$ cat config.mk
export PLATFORM = sky130hd
export DESIGN_NAME = lcd_ctrl
export DESIGN_NICKNAME = d
export VERILOG_FILES = /design/src/rtl/lcd_ctrl.sv
export SDC_FILE = /design/constraint.sdc
export NUM_CORES = 1
export LEC_CHECK = 0
export BUFFER_PORTS_ARGS = -buffer_cell sky130_fd_sc_hd__buf_2
export CORE_MARGIN = 10
export CORE_UTILIZATION = 40
export DETAILED_ROUTE_END_ITERATION = 8
export GPL_TIMING_DRIVEN = 0
export PLACE_DENSITY = 0.55
export RECOVER_POWER = 25
export SETUP_SLACK_MARGIN = 0.02
export SYNTH_ARGS = -nofsm -noshare
export SYNTH_HDL_FRONTEND = slang
export SYNTH_SLANG_ARGS = --single-unit
$ cat constraint.sdc
create_clock -name i_clk -period 7.12 [get_ports i_clk]
set_clock_uncertainty 0.15 [all_clocks]
set_input_delay 0.712 -clock i_clk [delete_from_list [all_inputs] [get_ports i_clk]]
set_output_delay 0.712 -clock i_clk [all_outputs]
set_load 0.05 [all_outputs]
$ cat src/rtl/lcd_ctrl.sv
// HD44780-style character-LCD write sequencer: buffers LSU LCD words in a FIFO and replays each one as
// bus setup, EN pulse, hold and command-execution wait. Define LCD_INIT_EN for the power-up init sequence.
module lcd_ctrl #(
    parameter int FIFO_DEPTH  = 8,
    parameter int T_SETUP_CYC = 2,
    parameter int T_PW_CYC    = 12,
    parameter int T_HOLD_CYC  = 2,
    parameter int T_EXEC_CYC  = 2000,
    parameter int T_CLR_CYC   = 82000,
    parameter int T_PWRUP_CYC = 750000
) (
    input  logic        i_clk,
    input  logic        i_rst_n,
    input  logic [31:0] i_lcd_data,
    input  logic        i_lcd_vld,
    output logic        o_full,
    output logic        o_busy,
    output logic        o_ovf,
    output logic        o_lcd_on,
    output logic        o_lcd_en,
    output logic        o_lcd_rs,
    output logic        o_lcd_rw,
    output logic [7:0]  o_lcd_data
);
    function automatic int max2(input int a, input int b);
        return (a > b) ? a : b;
    endfunction

    localparam int AW    = $clog2(FIFO_DEPTH);
    localparam int T_MAX = max2(max2(max2(T_SETUP_CYC, T_PW_CYC), max2(T_HOLD_CYC, T_EXEC_CYC)),
                                max2(T_CLR_CYC, T_PWRUP_CYC));
    localparam int CW    = $clog2(T_MAX) + 1;

    localparam logic [CW-1:0] LD_SETUP = CW'(T_SETUP_CYC - 1);
    localparam logic [CW-1:0] LD_PW    = CW'(T_PW_CYC - 1);
    localparam logic [CW-1:0] LD_HOLD  = CW'(T_HOLD_CYC - 1);
    localparam logic [CW-1:0] LD_EXEC  = CW'(T_EXEC_CYC - 1);
    localparam logic [CW-1:0] LD_CLR   = CW'(T_CLR_CYC - 1);
    localparam logic [CW-1:0] CNT_ONE  = CW'(1);
    localparam logic [AW:0]   PTR_ONE  = (AW + 1)'(1);

`ifdef LCD_INIT_EN
    localparam logic [CW-1:0] LD_PWRUP = CW'(T_PWRUP_CYC - 1);
    typedef enum logic [2:0] {S_IDLE, S_SETUP, S_PULSE, S_HOLD, S_WAIT, S_PWRUP, S_INIT} state_t;
`else
    typedef enum logic [2:0] {S_IDLE, S_SETUP, S_PULSE, S_HOLD, S_WAIT} state_t;
`endif

    state_t          state_q, state_d;
    logic [CW-1:0]   cnt_q, cnt_d;
    logic [AW:0]     wr_ptr_q, rd_ptr_q;
    logic [8:0]      fifo_q [FIFO_DEPTH];
    logic            rs_q, rs_d;
    logic [7:0]      data_q, data_d;
    logic            en_q, on_q, ovf_q;
    logic            full, empty, push, pop, long_wait;
    logic            unused_bits;

    assign unused_bits = ^{i_lcd_data[30:10], i_lcd_data[8]};

    // Fullness is taken from the pointers before any pop in the same cycle.
    assign full  = (wr_ptr_q[AW] != rd_ptr_q[AW]) && (wr_ptr_q[AW-1:0] == rd_ptr_q[AW-1:0]);
    assign empty = (wr_ptr_q == rd_ptr_q);
    assign push  = i_lcd_vld && !full;

    // Clear (0x01) and home (0x02/0x03) need the long execution wait.
    assign long_wait = !rs_q && ((data_q[7:1] == 7'b0000000 && data_q[0]) || data_q[7:1] == 7'b0000001);

`ifdef LCD_INIT_EN
    logic [2:0] idx_q, idx_d;

    function automatic logic [7:0] init_word(input logic [2:0] idx);
        case (idx)
            3'd0:    return 8'h38;
            3'd1:    return 8'h0C;
            3'd2:    return 8'h01;
            default: return 8'h06;
        endcase
    endfunction
`endif

    always_comb begin
        state_d = state_q;
        cnt_d   = cnt_q;
        rs_d    = rs_q;
        data_d  = data_q;
        pop     = 1'b0;
`ifdef LCD_INIT_EN
        idx_d   = idx_q;
`endif
        case (state_q)
            S_IDLE: begin
                if (!empty) begin
                    pop              = 1'b1;
                    {rs_d, data_d}   = fifo_q[rd_ptr_q[AW-1:0]];
                    state_d          = S_SETUP;
                    cnt_d            = LD_SETUP;
                end
            end
            S_SETUP: begin
                if (cnt_q == '0) begin
                    state_d = S_PULSE;
                    cnt_d   = LD_PW;
                end else begin
                    cnt_d = cnt_q - CNT_ONE;
                end
            end
            S_PULSE: begin
                if (cnt_q == '0) begin
                    state_d = S_HOLD;
                    cnt_d   = LD_HOLD;
                end else begin
                    cnt_d = cnt_q - CNT_ONE;
                end
            end
            S_HOLD: begin
                if (cnt_q == '0) begin
                    state_d = S_WAIT;
                    cnt_d   = long_wait ? LD_CLR : LD_EXEC;
                end else begin
                    cnt_d = cnt_q - CNT_ONE;
                end
            end
            S_WAIT: begin
                if (cnt_q == '0) begin
`ifdef LCD_INIT_EN
                    state_d = (idx_q == 3'd4) ? S_IDLE : S_INIT;
`else
                    state_d = S_IDLE;
`endif
                end else begin
                    cnt_d = cnt_q - CNT_ONE;
                end
            end
`ifdef LCD_INIT_EN
            S_PWRUP: begin
                if (cnt_q == '0) begin
                    state_d = S_INIT;
                end else begin
                    cnt_d = cnt_q - CNT_ONE;
                end
            end
            S_INIT: begin
                rs_d    = 1'b0;
                data_d  = init_word(idx_q);
                idx_d   = idx_q + 3'd1;
                state_d = S_SETUP;
                cnt_d   = LD_SETUP;
            end
`endif
            default: state_d = S_IDLE;
        endcase
    end

    always_ff @(posedge i_clk) begin
        if (push) begin
            fifo_q[wr_ptr_q[AW-1:0]] <= {i_lcd_data[9], i_lcd_data[7:0]};
        end
    end

    always_ff @(posedge i_clk) begin
        if (!i_rst_n) begin
`ifdef LCD_INIT_EN
            state_q <= S_PWRUP;
            cnt_q   <= LD_PWRUP;
            idx_q   <= 3'd0;
`else
            state_q <= S_IDLE;
            cnt_q   <= '0;
`endif
            wr_ptr_q <= '0;
            rd_ptr_q <= '0;
            rs_q     <= 1'b0;
            data_q   <= 8'h00;
            en_q     <= 1'b0;
            on_q     <= 1'b0;
            ovf_q    <= 1'b0;
        end else begin
            state_q <= state_d;
            cnt_q   <= cnt_d;
            rs_q    <= rs_d;
            data_q  <= data_d;
            en_q    <= (state_d == S_PULSE);
`ifdef LCD_INIT_EN
            idx_q   <= idx_d;
`endif
            if (push) begin
                wr_ptr_q <= wr_ptr_q + PTR_ONE;
                on_q     <= i_lcd_data[31];
            end
            if (pop) begin
                rd_ptr_q <= rd_ptr_q + PTR_ONE;
            end
            if (i_lcd_vld && full) begin
                ovf_q <= 1'b1;
            end
`ifdef LCD_INIT_EN
            // Panel power is forced on as power-up completes, overriding any same-cycle write.
            if (state_q == S_PWRUP && cnt_q == '0) begin
                on_q <= 1'b1;
            end
`endif
        end
    end

    assign o_full     = full;
    assign o_busy     = (state_q != S_IDLE) || !empty;
    assign o_ovf      = ovf_q;
    assign o_lcd_on   = on_q;
    assign o_lcd_en   = en_q;
    assign o_lcd_rs   = rs_q;
    assign o_lcd_rw   = 1'b0;
    assign o_lcd_data = data_q;
endmodule

==> results.tsv <==
metric	value	unit
synth_common_cells	edfxtp_1, nor2_1, dfxtp_1	
ys_ff_latch	116	
cp-start-kind	register	
drive_above_1_share	20.0	%
cp_max_fo	8	
io_pins	50	
post_cts_resized	0	
grt_pass1_vias	3277	
wl	11200	um
dp_slack	4.27	ns
cts_tree	yes	
whs	0.332	ns
start_util	40.6	%
hold_path_class	reg -> reg	
max_stage_delay	0.60	ns
die_w	133	um
min_period_over_period	41.2	%
dr.pass1.iters	4	
leakage	0.00210	uW
wl_per_cell	17.9	um
cts_root_buf	clkbuf_16	
slowest_stage	nor4b_1	
crit_arrival	2.07	ns
crit_path_end_kind	primary output	
cp_num_cells	3	
crit_buf_inv	1	
final_core_util	48.2	%
synth_top_cell_by_area	edfxtp_1	
portBuffers	26	
worst_pin_slew	1.05	ns
cts_hold_buffers	0	
design.core.area	0.0126	mm2
reg2reg_depth	6	
critical_path.top_delay_family	simple AND/OR/NAND/NOR gates	
dieHeight	133	um
cap_violations	0	
cts_buffer_depth	2	
final_max_slew_viol_count	0	
viasPerCell	5.19	
layout.nets	481	
syn_inst	396	
crit_path_cell_trace	xor2_1, nor4b_1, buf_2	
rsz0062_at_grt	false	
cts_buffers	17	
antenna_found_initial	0	
cp.required	6.26	ns
synth_ff_type	edfxtp_1	
min_period	2.93	ns
grt_max_degree	17	
syn2layout_area_growth	18.9	%
hold_viol	0	
row_count	41	
whs_path_depth	2	
fillCellCount	1150	
yosysUniqueCellTypes	55	
insertion_delay	0.41	ns
avgSynthCellArea	12.9	um2
power	2640	uW
vias	3257	
relSlewSlack	29.6	%
dieArea	0.0177	mm2
gr-total-overflow	0	
antennaDiodeCount	0	
netlist.area_leader.share	42.4	%
postCtsSetupRepairBufs	0	
cts.sinks	116	
async_reset_ff_share	0	%
timing.final.ws_setup	4.19	ns
status	finished clean	
synthTopCellsByArea	edfxtp_1, dfxtp_1, mux4_2	
irDropWorstVdd	247	uV
grt_first_pass_wirelength	17900	um
ant_nets	0	
drc	0	
synth_area	0.00510	mm2
fmax	0.341	GHz
fin_setup_tns	0	ns
grt_usage	13.0	%
yosysWarnings	0	
path_class	reg -> out	
power_density	436	mW/mm2
hpwl	7570	um
final-setup-viol-count	0	
synth-edff-count	72	
gp_congestion	0.810	
cts_max_level	4	
drtIter0Drc	232	
yosysMostFrequentCell	edfxtp_1	
ys_seq_area_share	59.7	%
clk_pin_slew	0.06	ns
syn_nets	435	
-- cells in the final DEF, fill, tap and decap left out, types with 13 or more instances in the layout --
master,instances
dfxtp_1,44
a21oi_1,15
nor2_1,46
clkbuf_16,17
xnor2_1,13
edfxtp_1,72
mux4_2,18
buf_2,28
nand2_1,19
clkbuf_1,20
-- power by group --
part           leakage [uW]  switching (uW)  internal, uW
logic              0.000808             585           338
registers           0.00101            64.6           790
clock network      0.000282             314           552
total               0.00210             963          1680
-- per-layer routing --
metal	up-vias	part of all wire (%)	track usage, %
met3	11	4.9	3.63
met5	-	0	0
met2	67	51	21.9
li1	1595	-	-
met4	0	1.1	4.65
met1	1584	43	15.4
-- per-stage QoR --
| stage | cells | cell area [um2] |
|---|---|---|
| 4_1_cts | 627 | 6070 |
| 5_1_grt | 627 | 6060 |
| 2_1_floorplan | 396 | 5100 |
| 3_5_place_dp | 595 | 5470 |
| 6_report | 627 | 6060 |
| 3_3_place_gp | 594 | 5440 |
-- path summary, 6_finish.rpt --
| check | end | slack [ns] | start |
|---|---|---|---|
| setup / recovery | o_full | 4.19 | wr_ptr_q[1] |
| hold / removal | o_ovf | 0.33 | o_ovf |
| setup reg to reg | fifo_q[5][5] | 4.30 | wr_ptr_q[1] |
| hold reg to reg | o_ovf | 0.33 | o_ovf |
-- cells by family (layout without fill, tap and decap cells) --
group | count (synthesis) | after routing | synth area share [%]
other | 1 | 1 | 0.0735
AND/OR/NAND/NOR | 123 | 123 | 12.8
XOR/XNOR | 25 | 25 | 4.29
buffers and inverters | 33 | 92 | 2.87
multiplexers | 31 | 31 | 10.5
adder cells (fa/ha/maj) | 4 | 4 | 0.982
AO/OA/AOI/OAI | 63 | 63 | 8.74
flip-flops | 116 | 116 | 59.7
-- registers in the layout, summed over array words and instances, names as in the netlist --
name	cells
cnt_q	21
fifo_q	72
o_lcd_data	8
o_lcd_en	1
o_lcd_on	1
o_lcd_rs	1
o_ovf	1
rd_ptr_q	4
state_q	3
wr_ptr_q	4
-- cell type report --
class | count | area [um2] | area share, %
clock buffers | 17 | 425 | 7.02
well taps | 172 | 215 | 3.55
plain buffers | 24 | 113 | 1.86
flip-flops and latches | 116 | 3040 | 50.2
clock inverters | 15 | 180 | 2.97
multi-input cells | 247 | 1920 | 31.7
inverters | 9 | 33.8 | 0.557
repair buffers | 27 | 133 | 2.19
-- worst reg2reg max path, delay by kind of cell, from the launching register on --
kind | cells | cell delay [ns]
simple gates | 4 | 1.27
buf+inv | 1 | 0.19
flops | 1 | 0.50
xor+xnor | 1 | 0.32
Power figures use the tool's default switching activity.
